`src/rtl/bit_scan_pkg.sv`:
```
// rtl/bit_scan_pkg.sv - shared types for the bit scan sequencer
package bit_scan_pkg;

    typedef enum logic {
        IDLE = 1'b0,
        SCAN = 1'b1
    } state_t;

endpackage

```
`src/rtl/onehot_to_index.sv`:
```
// rtl/onehot_to_index.sv - OR-tree binary encoder for a one-hot word
module onehot_to_index #(
    parameter  int WORD_WIDTH  = 8,
    localparam int INDEX_WIDTH = $clog2(WORD_WIDTH)
) (
    input  logic [WORD_WIDTH-1:0]  onehot_i,
    output logic [INDEX_WIDTH-1:0] index_o
);

    // Index bit b is the OR of every one-hot position whose index has bit b set.
    always_comb begin
        index_o = '0;
        for (int b = 0; b < INDEX_WIDTH; b++) begin
            for (int i = 0; i < WORD_WIDTH; i++) begin
                if (((i >> b) & 1) == 1) begin
                    index_o[b] = index_o[b] | onehot_i[i];
                end
            end
        end
    end

endmodule

```
`src/rtl/screening_by_junior.sv`:
```
// rtl/screening_by_junior.sv - isolates the lowest set bit of a word, chainable via carry
module screening_by_junior #(
    parameter int WIDTH = 8
) (
    input  logic             c_i,
    input  logic [WIDTH-1:0] data_i,
    output logic [WIDTH-1:0] data_o,
    output logic             c_o
);

    // A carry-in means a junior bit was already claimed further down the chain.
    always_comb begin
        data_o = '0;
        if (!c_i) begin
            data_o = data_i & ~(data_i - WIDTH'(1));
        end
        c_o = c_i | (|data_i);
    end

endmodule

```
`src/rtl/bit_scan_sequencer.sv`:
```
// rtl/bit_scan_sequencer.sv - serialises a request mask into one grant per set bit, lowest first
module bit_scan_sequencer
    import bit_scan_pkg::*;
#(
    parameter  int WORD_WIDTH  = 8,
    localparam int INDEX_WIDTH = $clog2(WORD_WIDTH)
) (
    input  logic                   clk_i,
    input  logic                   rst_ni,
    input  logic                   req_valid_i,
    output logic                   req_ready_o,
    input  logic [WORD_WIDTH-1:0]  req_data_i,
    output logic                   grant_valid_o,
    input  logic                   grant_ready_i,
    output logic [WORD_WIDTH-1:0]  grant_onehot_o,
    output logic [INDEX_WIDTH-1:0] grant_index_o,
    output logic                   grant_last_o,
    output logic                   done_o,
    output logic                   busy_o,
    input  logic                   flush_i
);

    state_t                  state_q, state_d;
    logic [WORD_WIDTH-1:0]   pend_q, pend_d;
    logic                    done_q, done_d;
    logic [WORD_WIDTH-1:0]   junior_bit;
    logic                    unused_carry;
    logic                    req_fire;
    logic                    grant_fire;

    screening_by_junior #(
        .WIDTH (WORD_WIDTH)
    ) u_screen (
        .c_i    (1'b0),
        .data_i (pend_q),
        .data_o (junior_bit),
        .c_o    (unused_carry)
    );

    onehot_to_index #(
        .WORD_WIDTH (WORD_WIDTH)
    ) u_encode (
        .onehot_i (grant_onehot_o),
        .index_o  (grant_index_o)
    );

    // Pending is always zero outside SCAN, so gating by state only guards the encoding.
    assign busy_o         = (state_q == SCAN);
    assign grant_valid_o  = busy_o;
    assign grant_onehot_o = busy_o ? junior_bit : '0;
    assign grant_last_o   = busy_o && ((pend_q & ~junior_bit) == '0);
    assign req_ready_o    = rst_ni && (state_q == IDLE) && !flush_i;
    assign done_o         = done_q;
    assign req_fire       = req_valid_i && req_ready_o;
    assign grant_fire     = grant_valid_o && grant_ready_i;

    always_ff @(posedge clk_i or negedge rst_ni) begin
        if (!rst_ni) begin
            state_q <= IDLE;
            pend_q  <= '0;
            done_q  <= 1'b0;
        end else begin
            state_q <= state_d;
            pend_q  <= pend_d;
            done_q  <= done_d;
        end
    end

    always_comb begin
        state_d = state_q;
        pend_d  = pend_q;
        done_d  = 1'b0;
        case (state_q)
            IDLE: begin
                if (req_fire) begin
                    if (req_data_i == '0) begin
                        done_d = 1'b1;
                    end else begin
                        pend_d  = req_data_i;
                        state_d = SCAN;
                    end
                end
            end
            SCAN: begin
                // Flush discards any grant handshake landing in the same cycle.
                if (flush_i) begin
                    pend_d  = '0;
                    state_d = IDLE;
                end else if (grant_fire) begin
                    pend_d = pend_q & ~junior_bit;
                    if (grant_last_o) begin
                        state_d = IDLE;
                        done_d  = 1'b1;
                    end
                end
            end
            default: begin
                state_d = IDLE;
                pend_d  = '0;
            end
        endcase
    end

endmodule

```
`config.mk`:
```
export PLATFORM = sky130hd
export DESIGN_NAME = bit_scan_sequencer
export DESIGN_NICKNAME = d
export VERILOG_FILES = /design/src/rtl/bit_scan_pkg.sv /design/src/rtl/onehot_to_index.sv /design/src/rtl/screening_by_junior.sv /design/src/rtl/bit_scan_sequencer.sv
export SDC_FILE = /design/constraint.sdc
export NUM_CORES = 1
export LEC_CHECK = 0
export BUFFER_PORTS_ARGS = -buffer_cell sky130_fd_sc_hd__buf_4
export CAP_MARGIN = 25
export CORE_MARGIN = 3
export CORE_UTILIZATION = 45
export CTS_BUF_LIST = sky130_fd_sc_hd__clkbuf_4
export CTS_CLUSTER_SIZE = 28
export DETAILED_ROUTE_END_ITERATION = 10
export PLACE_DENSITY_LB_ADDON = 0.3
export SLEW_MARGIN = 20
export SYNTH_ARGS = -nofsm -noshare
export SYNTH_HDL_FRONTEND = slang
export SYNTH_SLANG_ARGS = --single-unit
```
`constraint.sdc`:
```
create_clock -name clk_i -period 1.6 [get_ports clk_i]
set_input_delay 0.16 -clock clk_i [delete_from_list [all_inputs] [get_ports clk_i]]
set_output_delay 0.16 -clock clk_i [all_outputs]
set_load 0.1 [all_outputs]
```
==> results.ini, run 1 <==
[outcome]
outcome=aborted with a tool error
failed_stage=clock tree synthesis (4_1_cts)
error=[ERROR DPL-0038] Utilization greater than 100%, impossible to legalize

[logic_synthesis]
syn-num-nets=100
syn-cell-area_um2=756
synth_edf_count=0
synth-main-ff-cell=dfrtp_1
ys_seq_area_share_pct=33.1
yosysUniqueCellTypes=34
synth-seq-cells=10
synthCells=87
ys_warn_count=0
postSynth.asyncResetShare_pct=100
avgSynthCellArea_um2=8.69

[clocking]
cts_root_buffer=clkbuf_4
htree_levels=1
cts-resized-gates=48
cts_buffers=3
postCtsSetupBuffers=9
cts.sinks=10
cts_buffer_depth=2
hold_buffers=1

[floorplan]
start_util_pct=49.0
die_y_um=47.0
io_pins=29
rows=14
die_width_um=47.0

[placement]
hpwl_um=2170
portBuffers=28
place_ws_ns=-0.258
routabilityCongestion=0.903

-- metrics by stage --
stage	cells	cell area, um^2
detailed placement	152	1250
global placement	152	1250
floorplan	87	877
-- Yosys cell counts (all sizes together), types with 2 or more instances --
cell type	count	area, um^2
nor4	4	25.0
inv	3	11.3
nor3b	2	15.0
nor2	8	30.0
o22ai	5	31.3
clkbuf	2	7.51
a22o	6	52.6
a21oi	3	15.0
and3	6	37.5
nand2	4	15.0
dfrtp	10	250
buf	5	40.0
nor3	6	30.0
nand2b	2	12.5
a2111o	2	22.5
o21ai	4	20.0
a211oi	2	20.0
-- logic make-up after synthesis --
logic type,synth area share [%]
buffers and inverters,7.78
flip-flops,33.1
AND/OR/NAND/NOR,27.5
AO/OA/AOI/OAI,30.3
adder cells (fa/ha/maj),1.32
==> inputs of run 2 (changes only) <==
--- a/config.mk
+++ b/config.mk
@@ -7,12 +7,10 @@
 export LEC_CHECK = 0
 export BUFFER_PORTS_ARGS = -buffer_cell sky130_fd_sc_hd__buf_4
 export CAP_MARGIN = 25
-export CORE_MARGIN = 3
-export CORE_UTILIZATION = 45
-export CTS_BUF_LIST = sky130_fd_sc_hd__clkbuf_4
-export CTS_CLUSTER_SIZE = 28
+export CORE_AREA = 3 3 64 66
 export DETAILED_ROUTE_END_ITERATION = 10
-export PLACE_DENSITY_LB_ADDON = 0.3
+export DIE_AREA = 0 0 67 69
+export PLACE_DENSITY_LB_ADDON = 0.15
 export SLEW_MARGIN = 20
 export SYNTH_ARGS = -nofsm -noshare
 export SYNTH_HDL_FRONTEND = slang
==> constraint.sdc (replaced) <==
create_clock -name clk_i -period 2.08 [get_ports clk_i]
set_input_delay 0.208 -clock clk_i [delete_from_list [all_inputs] [get_ports clk_i]]
set_output_delay 0.208 -clock clk_i [all_outputs]
set_load 0.1 [all_outputs]
==> run 2 against run 1 <==
  * The flow now finishes, with violations (negative setup slack)
  * Synthesized cell count unchanged
  * Area after synthesis stayed put
==> results.ini, run 2 <==
[power]
pwr-share-clk_pct=22.5
comb_power_share_pct=52.5
power_density_nw_per_um2=845
power.share.sequential_pct=24.9
p_sw_share_pct=43.9
p_int_uw=609
p_leak_uw=0.000582
ir_worst_vdd_uv=172
p_switching_uw=477

[detailed_routing]
routed_wl_um=2480
viasPerCell=4.92
drt_iter0_markers=44
vias=856
drc=0
drtPass1Iterations=4
wire_per_inst_um=14.2
postRouteAntennaNets=0

[logic_synthesis]
ys_warn_count=0  ; unchanged
syn-cell-area_um2=756  ; unchanged
synth-main-ff-cell=dfrtp_1
yosysUniqueCellTypes=34  ; unchanged
yosys.cell_count.top_type=dfrtp_1
synth_compound_area_share_pct=30.3  ; unchanged
synthAdderAreaFrac_pct=1.32  ; unchanged
avgSynthCellArea_um2=8.69  ; unchanged
synthCells=87  ; unchanged
synth_simple_gate_area_share_pct=27.5  ; unchanged
synthMuxAreaShare_pct=0  ; unchanged
synth_commonest_cells=dfrtp_1 (10), nor2_1 (8), a22o_1 (6), and3_1 (6), nor3_1 (6)
synth_xor_xnor_area_share_pct=0  ; unchanged
synth_edf_count=0  ; unchanged
synth_top_family_by_area=compound AO/OA/AOI/OAI gates
yosys-top-cells-area=dfrtp_1 (33%), a22o_1 (7.0%), and3_1 (5.0%)
postSynth.asyncResetShare_pct=100  ; unchanged
synth-seq-cells=10  ; unchanged
ys_seq_area_share_pct=33.1  ; unchanged
syn-num-nets=100  ; unchanged
netlist.area_leader.share_pct=33.1  ; unchanged
synth_top_area_cell=dfrtp_1

[job]
drv_cap=0

[clocking]
cts_root_buffer=clkbuf_8
cts_buffer_depth=2  ; unchanged
cts_buffers=3  ; unchanged
cts.sinks=10  ; unchanged
htree_levels=1  ; unchanged
clkTransAtPathRegs_ns=0.05
clk_latency_ns=0.24
cts_tree=yes

[floorplan]
core_um2=3630
die_y_um=69  ; +47%
die_width_um=67  ; +43%
start_util_pct=20.8  ; -28 points
io_pins=29  ; unchanged
dieArea_um2=4620
rows=22  ; +8

[global_routing]
grt-ovfl-total=0
grt_pass1_wl_um=4000
grt_pass1_vias=822
antenna_found_initial=0
grt_max_degree=15
track_usage_pct=11.5

[placement]
portBuffers=28  ; unchanged
routabilityCongestion=0.795  ; -12%
hpwl_um=1960  ; -9.7%
dp_cells=168  ; +11%

[outcome]
violations=negative setup slack
outcome=finished with violations

[critical_path]
worst-setup-path-type=register to primary output
crit_path_max_fanout=3
critPathLaunchType=register
endpoint_kind=primary output
required_ns=1.87
cp.arrival_ns=1.92

[cells_and_area]
layout_common_cells=buf_4 (34), dfrtp_1 (9), nor2_1 (7), a22o_1 (6)
diodes=0
drive_above_1_share_pct=47.6
layoutNonFillerInstCount=174
largest_register=pend_q
syn2layout_area_growth_pct=70.0
largest_reg_flops=8
layout_commonest_cell=buf_4
final_nets=140
fill_cells=388

[min_path]
min_path_type=input pin to register

[timing]
fmax_mhz=471
setup_viol=1
period_minus_slack_ns=2.12
tightest_slew_ns=0.541
drv_slew=0
relSlewSlack_pct=63.6
rsz0062_at_grt=yes
finalCritPeriodShare_pct=102
worst_clock_skew_ns=0.000755
hold_viol=0
hold_slack_ns=0.202
fin_ws_ns=-0.0439

[run 2: cell counts after synthesis]
Identical to the previous run, type by type.
[run 2: per-layer routing]
metal	GRT usage [%]	share of wire (%)	up-vias
met5	0	0	-
met4	5.41	1.9	0
met3	4.07	7.9	4
met2	16.6	47	30
met1	14.9	44	413
li1	-	-	409
[run 2: cell families (layout without fill, tap and decap cells)]
family | Yosys count | in the layout
AND/OR/NAND/NOR | 37 | 37
AO/OA/AOI/OAI | 29 | 29
flip-flops | 10 | 10
buffers and inverters | 10 | 49
adder cells (fa/ha/maj) | 1 | 1
[run 2: metrics by stage]
step                      util (%)  worst slack (ns)  total power, uW  cell area [um^2]  setup TNS (ns)
after global routing          35.4            -0.106             1150              1280          -0.127
after global placement        31.8             0.181              810              1160               0
final                         35.4           -0.0439             1090              1280         -0.0439
after floorplan                  -            -0.203              663               845          -0.231
after detailed placement      31.8             0.124              801              1160               0
after CTS                     34.1           -0.0195             1070              1240         -0.0195
[run 2: final timing paths]
check                               endpoint  slack (ns)  cells past startpoint           from
worst max-delay path            grant_last_o       -0.04                      4      pend_q[3]
worst min-delay path               pend_q[5]        0.20                      2  req_data_i[5]
worst max register to register        busy_o        0.27                      5      pend_q[3]
worst min register to register     pend_q[4]        0.66                      2      pend_q[4]
max in group asynchronous             busy_o        1.57                      2         rst_ni
min in group asynchronous             busy_o        0.34                      2         rst_ni
[run 2: power by group through the flow]
stage	Sequential, uW	Combinational, uW	Clock, uW
after CTS	268	551	249
after global placement	270	540	0
after floorplan	270	393	0
after global routing	277	611	264
final	271	570	245
after detailed placement	270	531	0
[run 2: repair_timing]
item / in CTS / in global routing
hold endpoints to repair: 10 / 0
pin swaps: 0 / 1
hold buffers: 1 / 0
setup buffers: 0 / 1
resized for setup: 5 / 10
setup endpoints to repair: 4 / 5
[run 2: area by class of cell]
| class | instances | area (um^2) | area share, % |
|---|---|---|---|
| Multi-Input combinational cell | 67 | 539 | 42.0 |
| Tap cell | 48 | 60.1 | 4.67 |
| Inverter | 3 | 11.3 | 0.876 |
| Sequential cell | 10 | 254 | 19.8 |
| Clock buffer | 4 | 55.1 | 4.28 |
| Timing Repair Buffer | 42 | 365 | 28.4 |
[run 2: critical path, cell delays in order (launching register included)]
cell and delay, ns:
dfrtp_1 0.38, or3_4 0.40, a2111o_1 0.42, a211oi_4 0.27, buf_12 0.21
Note: power is estimated with default switching activity, not from simulation.
